`config.mk`:
```
export PLATFORM = sky130hd
export DESIGN_NAME = cv32e40p_instr_aligner
export DESIGN_NICKNAME = d
export VERILOG_FILES = /design/src/rtl/cv32e40p_instr_aligner.sv
export SDC_FILE = /design/constraint.sdc
export NUM_CORES = 1
export LEC_CHECK = 0
export BUFFER_PORTS_ARGS = -buffer_cell sky130_fd_sc_hd__buf_2
export CORE_MARGIN = 2
export CORE_UTILIZATION = 54
export CTS_CLUSTER_DIAMETER = 200
export DETAILED_ROUTE_END_ITERATION = 8
export HOLD_SLACK_MARGIN = 0.02
export PLACE_DENSITY = 0.88
export SETUP_SLACK_MARGIN = 0.05
export SLEW_MARGIN = 20
export SYNTH_ARGS = -nofsm -noshare
export SYNTH_HDL_FRONTEND = slang
export SYNTH_SLANG_ARGS = --single-unit
```
`constraint.sdc`:
```
create_clock -name clk -period 5.13 [get_ports clk]
set_input_delay 0.2565 -clock clk [delete_from_list [all_inputs] [get_ports clk]]
set_output_delay 0.2565 -clock clk [all_outputs]
set_load 0.05 [all_outputs]
```
`src/rtl/cv32e40p_instr_aligner.sv`:
```
// cv32e40p_instr_aligner: splits word-aligned fetch words into 16/32-bit instructions at halfword granularity
// Ports: clk/rst_n (sync active-low); fetch_* word in with fetch_ready_o consume strobe;
// instr_* aligned instruction out with PC and compressed flag; flush_i/flush_addr_i redirect.
module cv32e40p_instr_aligner #(
    parameter bit COMPRESSED = 1'b1,
    parameter int ADDR_WIDTH = 32
) (
    input  logic                  clk,
    input  logic                  rst_n,
    input  logic                  fetch_valid_i,
    input  logic [31:0]           fetch_rdata_i,
    input  logic [ADDR_WIDTH-1:0] fetch_addr_i,
    output logic                  fetch_ready_o,
    output logic                  instr_valid_o,
    output logic [31:0]           instr_rdata_o,
    output logic [ADDR_WIDTH-1:0] instr_addr_o,
    output logic                  instr_is_compressed_o,
    input  logic                  instr_ready_i,
    input  logic                  flush_i,
    input  logic [ADDR_WIDTH-1:0] flush_addr_i
);
    typedef enum logic [1:0] {ALIGNED, HALF, BRANCH_HALF} state_t;
    state_t                state_q;
    logic [15:0]           half_q;
    logic [ADDR_WIDTH-1:0] pc_q, addr_p2, addr;
    logic [31:0]           rdata;
    logic                  full_lo, full_hi, half_full, valid, ready, acc, load;
    logic                  unused_flush_addr;
    assign unused_flush_addr = ^flush_addr_i;
    assign addr_p2   = fetch_addr_i + ADDR_WIDTH'(2);
    assign full_lo   = fetch_rdata_i[1:0] == 2'b11 || !COMPRESSED;
    assign full_hi   = fetch_rdata_i[17:16] == 2'b11;
    assign half_full = half_q[1:0] == 2'b11;
    always_comb begin
        valid = 1'b0;
        ready = 1'b0;
        rdata = fetch_rdata_i;
        addr  = fetch_addr_i;
        if (!rst_n) begin
            valid = 1'b0;
        end else if (flush_i) begin
            ready = fetch_valid_i;
        end else begin
            case (state_q)
                ALIGNED: begin
                    valid = fetch_valid_i;
                    rdata = full_lo ? fetch_rdata_i : {16'h0, fetch_rdata_i[15:0]};
                    ready = fetch_valid_i & instr_ready_i;
                end
                HALF: begin
                    valid = half_full ? fetch_valid_i : 1'b1;
                    rdata = half_full ? {fetch_rdata_i[15:0], half_q} : {16'h0, half_q};
                    addr  = pc_q;
                    ready = half_full & fetch_valid_i & instr_ready_i;
                end
                BRANCH_HALF: begin
                    valid = fetch_valid_i & !full_hi;
                    rdata = {16'h0, fetch_rdata_i[31:16]};
                    addr  = addr_p2;
                    // a 32-bit instr at the target needs the next word, so buffer the upper half unconditionally
                    ready = fetch_valid_i & (full_hi | instr_ready_i);
                end
                default: valid = 1'b0;
            endcase
        end
    end
    assign acc = valid & instr_ready_i;
    // the consumed word leaves its upper half behind as the start of the next instruction
    assign load = ready & (state_q == ALIGNED ? !full_lo : state_q == HALF ? 1'b1 : full_hi);
    assign fetch_ready_o         = ready;
    assign instr_valid_o         = valid;
    assign instr_rdata_o         = valid ? rdata : 32'h0;
    assign instr_addr_o          = valid ? addr : '0;
    assign instr_is_compressed_o = valid & (rdata[1:0] != 2'b11);
    always_ff @(posedge clk) begin
        if (!rst_n) begin
            state_q <= ALIGNED;
            half_q  <= 16'h0;
            pc_q    <= '0;
        end else if (flush_i) begin
            state_q <= (flush_addr_i[1] && COMPRESSED) ? BRANCH_HALF : ALIGNED;
        end else if (load) begin
            state_q <= HALF;
            half_q  <= fetch_rdata_i[31:16];
            pc_q    <= addr_p2;
        end else if (acc) begin
            state_q <= ALIGNED;
        end
    end
endmodule

```
==> metrics.md <==
| Metric | Value |
|---|---|
| Post-Syn Area | `0.00421 mm²` |
| Top cells by area, synth | `dfxtp_1 24%, nand2_1 7.4%, a21oi_1 7.1%` |
| Starting DRT DRC Count | `~500` |
| Die X-Extent | `92.3 µm` |
| Routed wire length | `roughly 14000 µm` |
| Synth Flop Type | `dfxtp_1` |
| Routed len/inst | `17.3 µm` |
| DR vias/cell | `6.44` |
| Post_cts resized | `0` |
| Clock Sink Count | `50` |
| Type of the most critical hold path | `in -> reg` |
| Sequential share of the synthesized area | `0.238` |
| Fraction of registers with async set/reset | `0` |
| Synth Area in Simple Gates | `0.307` |
| TNS Setup | `0 ns` |
| Residual DRC count | `0` |
| Psw | `0.000355 W` |
| Finished Cell Area | `0.00494 mm²` |
| Share of post-route cells with drive strength above 1 | `0.239` |
| WHS Path Cells | `3` |
| Hold buffers post-CTS | `0` |
| XOR/XNOR Fraction of Synth Area | `0.0583` |
| Hpwl dp | `9580 µm` |
| GRT Overall Usage | `0.316` |
| Most frequent CP cell | `nor2_1` |
| I/O Buffers | `136` |
| Global-route wire length before repair | `22300 µm` |
| Syn Nets | `720` |
| Relative slew slack | `0.328` |
| Seq pwr share | `0.432` |
| Crit path max fanout | `16` |
| Setup bufs post-CTS | `0` |
| Die Y | `92.3 µm` |
| Register bit count reported by yosys | `50` |
| Pin count of the biggest net entering global routing | `64` |
| NumNets Final | `812` |
| Cell Pwr Density | `189 mW/mm²` |
| Delay-heaviest family, CP | `simple AND/OR/NAND/NOR gates` |
| Slew Limit Fails | `0` |
| Slowest CP cell | `nor2b_1` |
| Mean Syn Cell Area | `6.85 µm²` |
| Placed Area | `0.00484 mm²` |
| Clk pin slew, worst setup/hold paths | `approximately 0.1 ns` |
| Worst-Skew Late Latency | `0.32 ns` |
| H-tree Lvls | `2` |
| IO Count | `168` |
| DR vias | `5206` |
| Yosys cell types | `55` |
| Clock Skews | `0.00726 ns` |
| Share of the synthesized area in the top cell type | `0.238` |
| CTS Buf Count | `5` |
| Layout area overhead | `17.4%` |
| Largest family of logic cells by synthesized area | `simple AND/OR/NAND/NOR gates` |
| CTS tree | `yes` |
| WS Path Type | `reg -> out` |
| Setup violations, final | `0` |
| Fraction of the mapped netlist area in compound gates | `0.306` |
| Max-Cap Viols | `0` |
| Initial Util | `0.550` |
| DR pass1 iterations | `8` |
| Core area | `0.00765 mm²` |
| Worst-Margin Slew | `1.01 ns` |
| Tmin final | `3.58 ns` |
| Critical Path AT | `3.32 ns` |
| Critical path required time | `4.87 ns` |
| Ant. Diodes | `0` |
| Largest stage delay on the critical path | `0.85 ns` |
| Gate Count Post-Synth | `roughly 610` |
| Yosys warnings | `0` |
| Post-synth EDFFs | `0` |
| Maximum vdd drop | `122 µV` |
| Hold Fails Final Rpt | `0` |
| Fmax | `0.279 GHz` |
| Adder-cell share of the synthesized area | `0.0149` |
| WP depth | `7` |
| Clock power frac | `0.275` |
| Initial antenna violation count | `0` |
| Unrepaired setup endpoints after global routing | `false` |
| Internal power | `0.000581 W` |
| Routed Antenna Nets | `0` |
| Site row count | `32` |
| Power share of the combinational group | `0.293` |
| Worst setup SP type | `flip-flop` |
| Clk buf depth | `2` |
| Leakage | `1.97 nW` |
| Mux share of post-synthesis cell area | `0.00803` |
| Status | `finished clean` |
| Vias in the first global route | `4708` |
| Cells along the critical path | `ha_1, nor2_1, and3_1, nor2b_1, a22oi_1, nor2_1, buf_2` |
| R2R cell count | `8` |
| Worst Setup End Kind | `output pin` |
| Placer Congestion | `0.891` |
| Sw Share | `0.379` |
| Die ar. | `~0.0085 mm²` |
| Final worst path period share | `0.698` |
| Area leader, netlist | `dfxtp_1` |
| Crit path buffers/inverters | `1` |
| GRT overflow | `0` |
| CTS root buf | `clkbuf_8` |
## cell type report
cell class                 instances  area [µm²]
tap                              102         128
clock inverter                     3        28.8
multi-input combinational        492        2930
sequential                        50        1000
fill                             731        2710
timing repair buffer             144         741
clock buffer                       5        68.8
inverter                          13        48.8
## state kept, by name (all words and copies together) (netlist names)
register	flops
pc_q	32
state_q	2
half_q	16
## metal layers
layer	up-vias	wire length [µm]	part of all wire	global-route usage
met4	0	434	0.031	0.123
met5	-	0	0	0
met3	42	1450	0.10	0.0559
met1	2362	5450	0.39	0.389
li1	2434	-	-	-
met2	368	6620	0.47	0.545
## per-stage QoR
step	instances	setup slack, ns	hold WS (ns)	utilization	power (W)
after CTS	809	1.29	0.177	0.646	0.000933
final	809	1.55	0.175	0.646	0.000936
after detailed placement	801	1.65	0.446	0.633	0.000681
after global routing	809	1.18	0.169	0.646	0.000974
after floorplan	614	1.97	0.352	-	0.000592
after global placement	801	1.68	0.443	0.633	0.000674
## power by group through the flow
stage / Combinational [W] / Clock (W) / Sequential, W
floorplan: 0.000180 / 0 / 0.000412
global placement: 0.000262 / 0 / 0.000412
detailed placement: 0.000268 / 0 / 0.000413
CTS: 0.000269 / 0.000260 / 0.000404
global route: 0.000295 / 0.000274 / 0.000405
finish: 0.000274 / 0.000257 / 0.000404
## cells in the mapped netlist, drive strengths merged (2+ instances only)
master / n
a211oi: 15
a21o: 5
a21oi: 60
a221oi: 5
a222oi: 10
a22o: 6
a22oi: 27
a311oi: 2
a31oi: 8
a32o: 5
and2: 3
and3: 8
and4: 4
buf: 17
clkbuf: 42
clkinv: 2
dfxtp: 50
ha: 5
inv: 11
mux2: 3
nand2: 83
nand2b: 3
nand3: 22
nand3b: 4
nand4: 14
nand4b: 3
nor2: 77
nor2b: 2
nor3: 11
nor4: 11
nor4b: 2
o211ai: 2
o21ai: 38
o31a: 6
o31ai: 3
o41ai: 2
or3: 4
or4: 4
xnor2: 15
xor2: 13
## cells by family after synthesis
kind of cell               Yosys count
muxes                                3
and+or+nand+nor                    259
buffers and inverters               72
adders and majority gates            5
xor gates and xnor gates            28
DFF                                 50
AOI/OAI and AO/OA                  197
## worst reg2reg max path: cells and delay by family, from the launching register on
family	cells	cell delay (ns)
AOI/OAI and AO/OA	2	0.39
adders and majority gates	1	0.45
buffers and inverters	2	0.49
DFF	1	0.34
and+or+nand+nor	3	1.31
## layout by cell type (no fill, tap or decap), drive strengths merged, types with 3 or more instances in the layout
cell type and count:
xor2 13, and2 3, nand2 83, nand2b 3, nor4 11, and3 8, a222oi 10, o21ai 38
and4 4, ha 5, a21o 5, o31a 6, dfxtp 50, a32o 5, inv 12, o31ai 3
or4 4, mux2 3, or3 4, xnor2 15, a221oi 5, clkbuf 5, nand3b 4, buf 144
a31oi 8, a21oi 60, a22oi 27, nor3 11, a22o 6, nand3 22, a211oi 15, nand4b 3
clkinv 4, nand4 14, nor2 77
## path summary, 6_finish.rpt
check	slack, ns	end	startpoint
worst min register to register	0.47	half_q[5]$_SDFFE_PN0P_	half_q[5]$_SDFFE_PN0P_
worst min-delay path	0.18	state_q[1]$_SDFFE_PN0P_	flush_addr_i[1]
worst max register to register	2.06	pc_q[8]$_SDFFE_PN0P_	state_q[1]$_SDFFE_PN0P_
worst max-delay path	1.55	instr_rdata_o[19]	state_q[0]$_SDFFE_PN0P_
No activity file was read; power rests on OpenSTA's default activity.
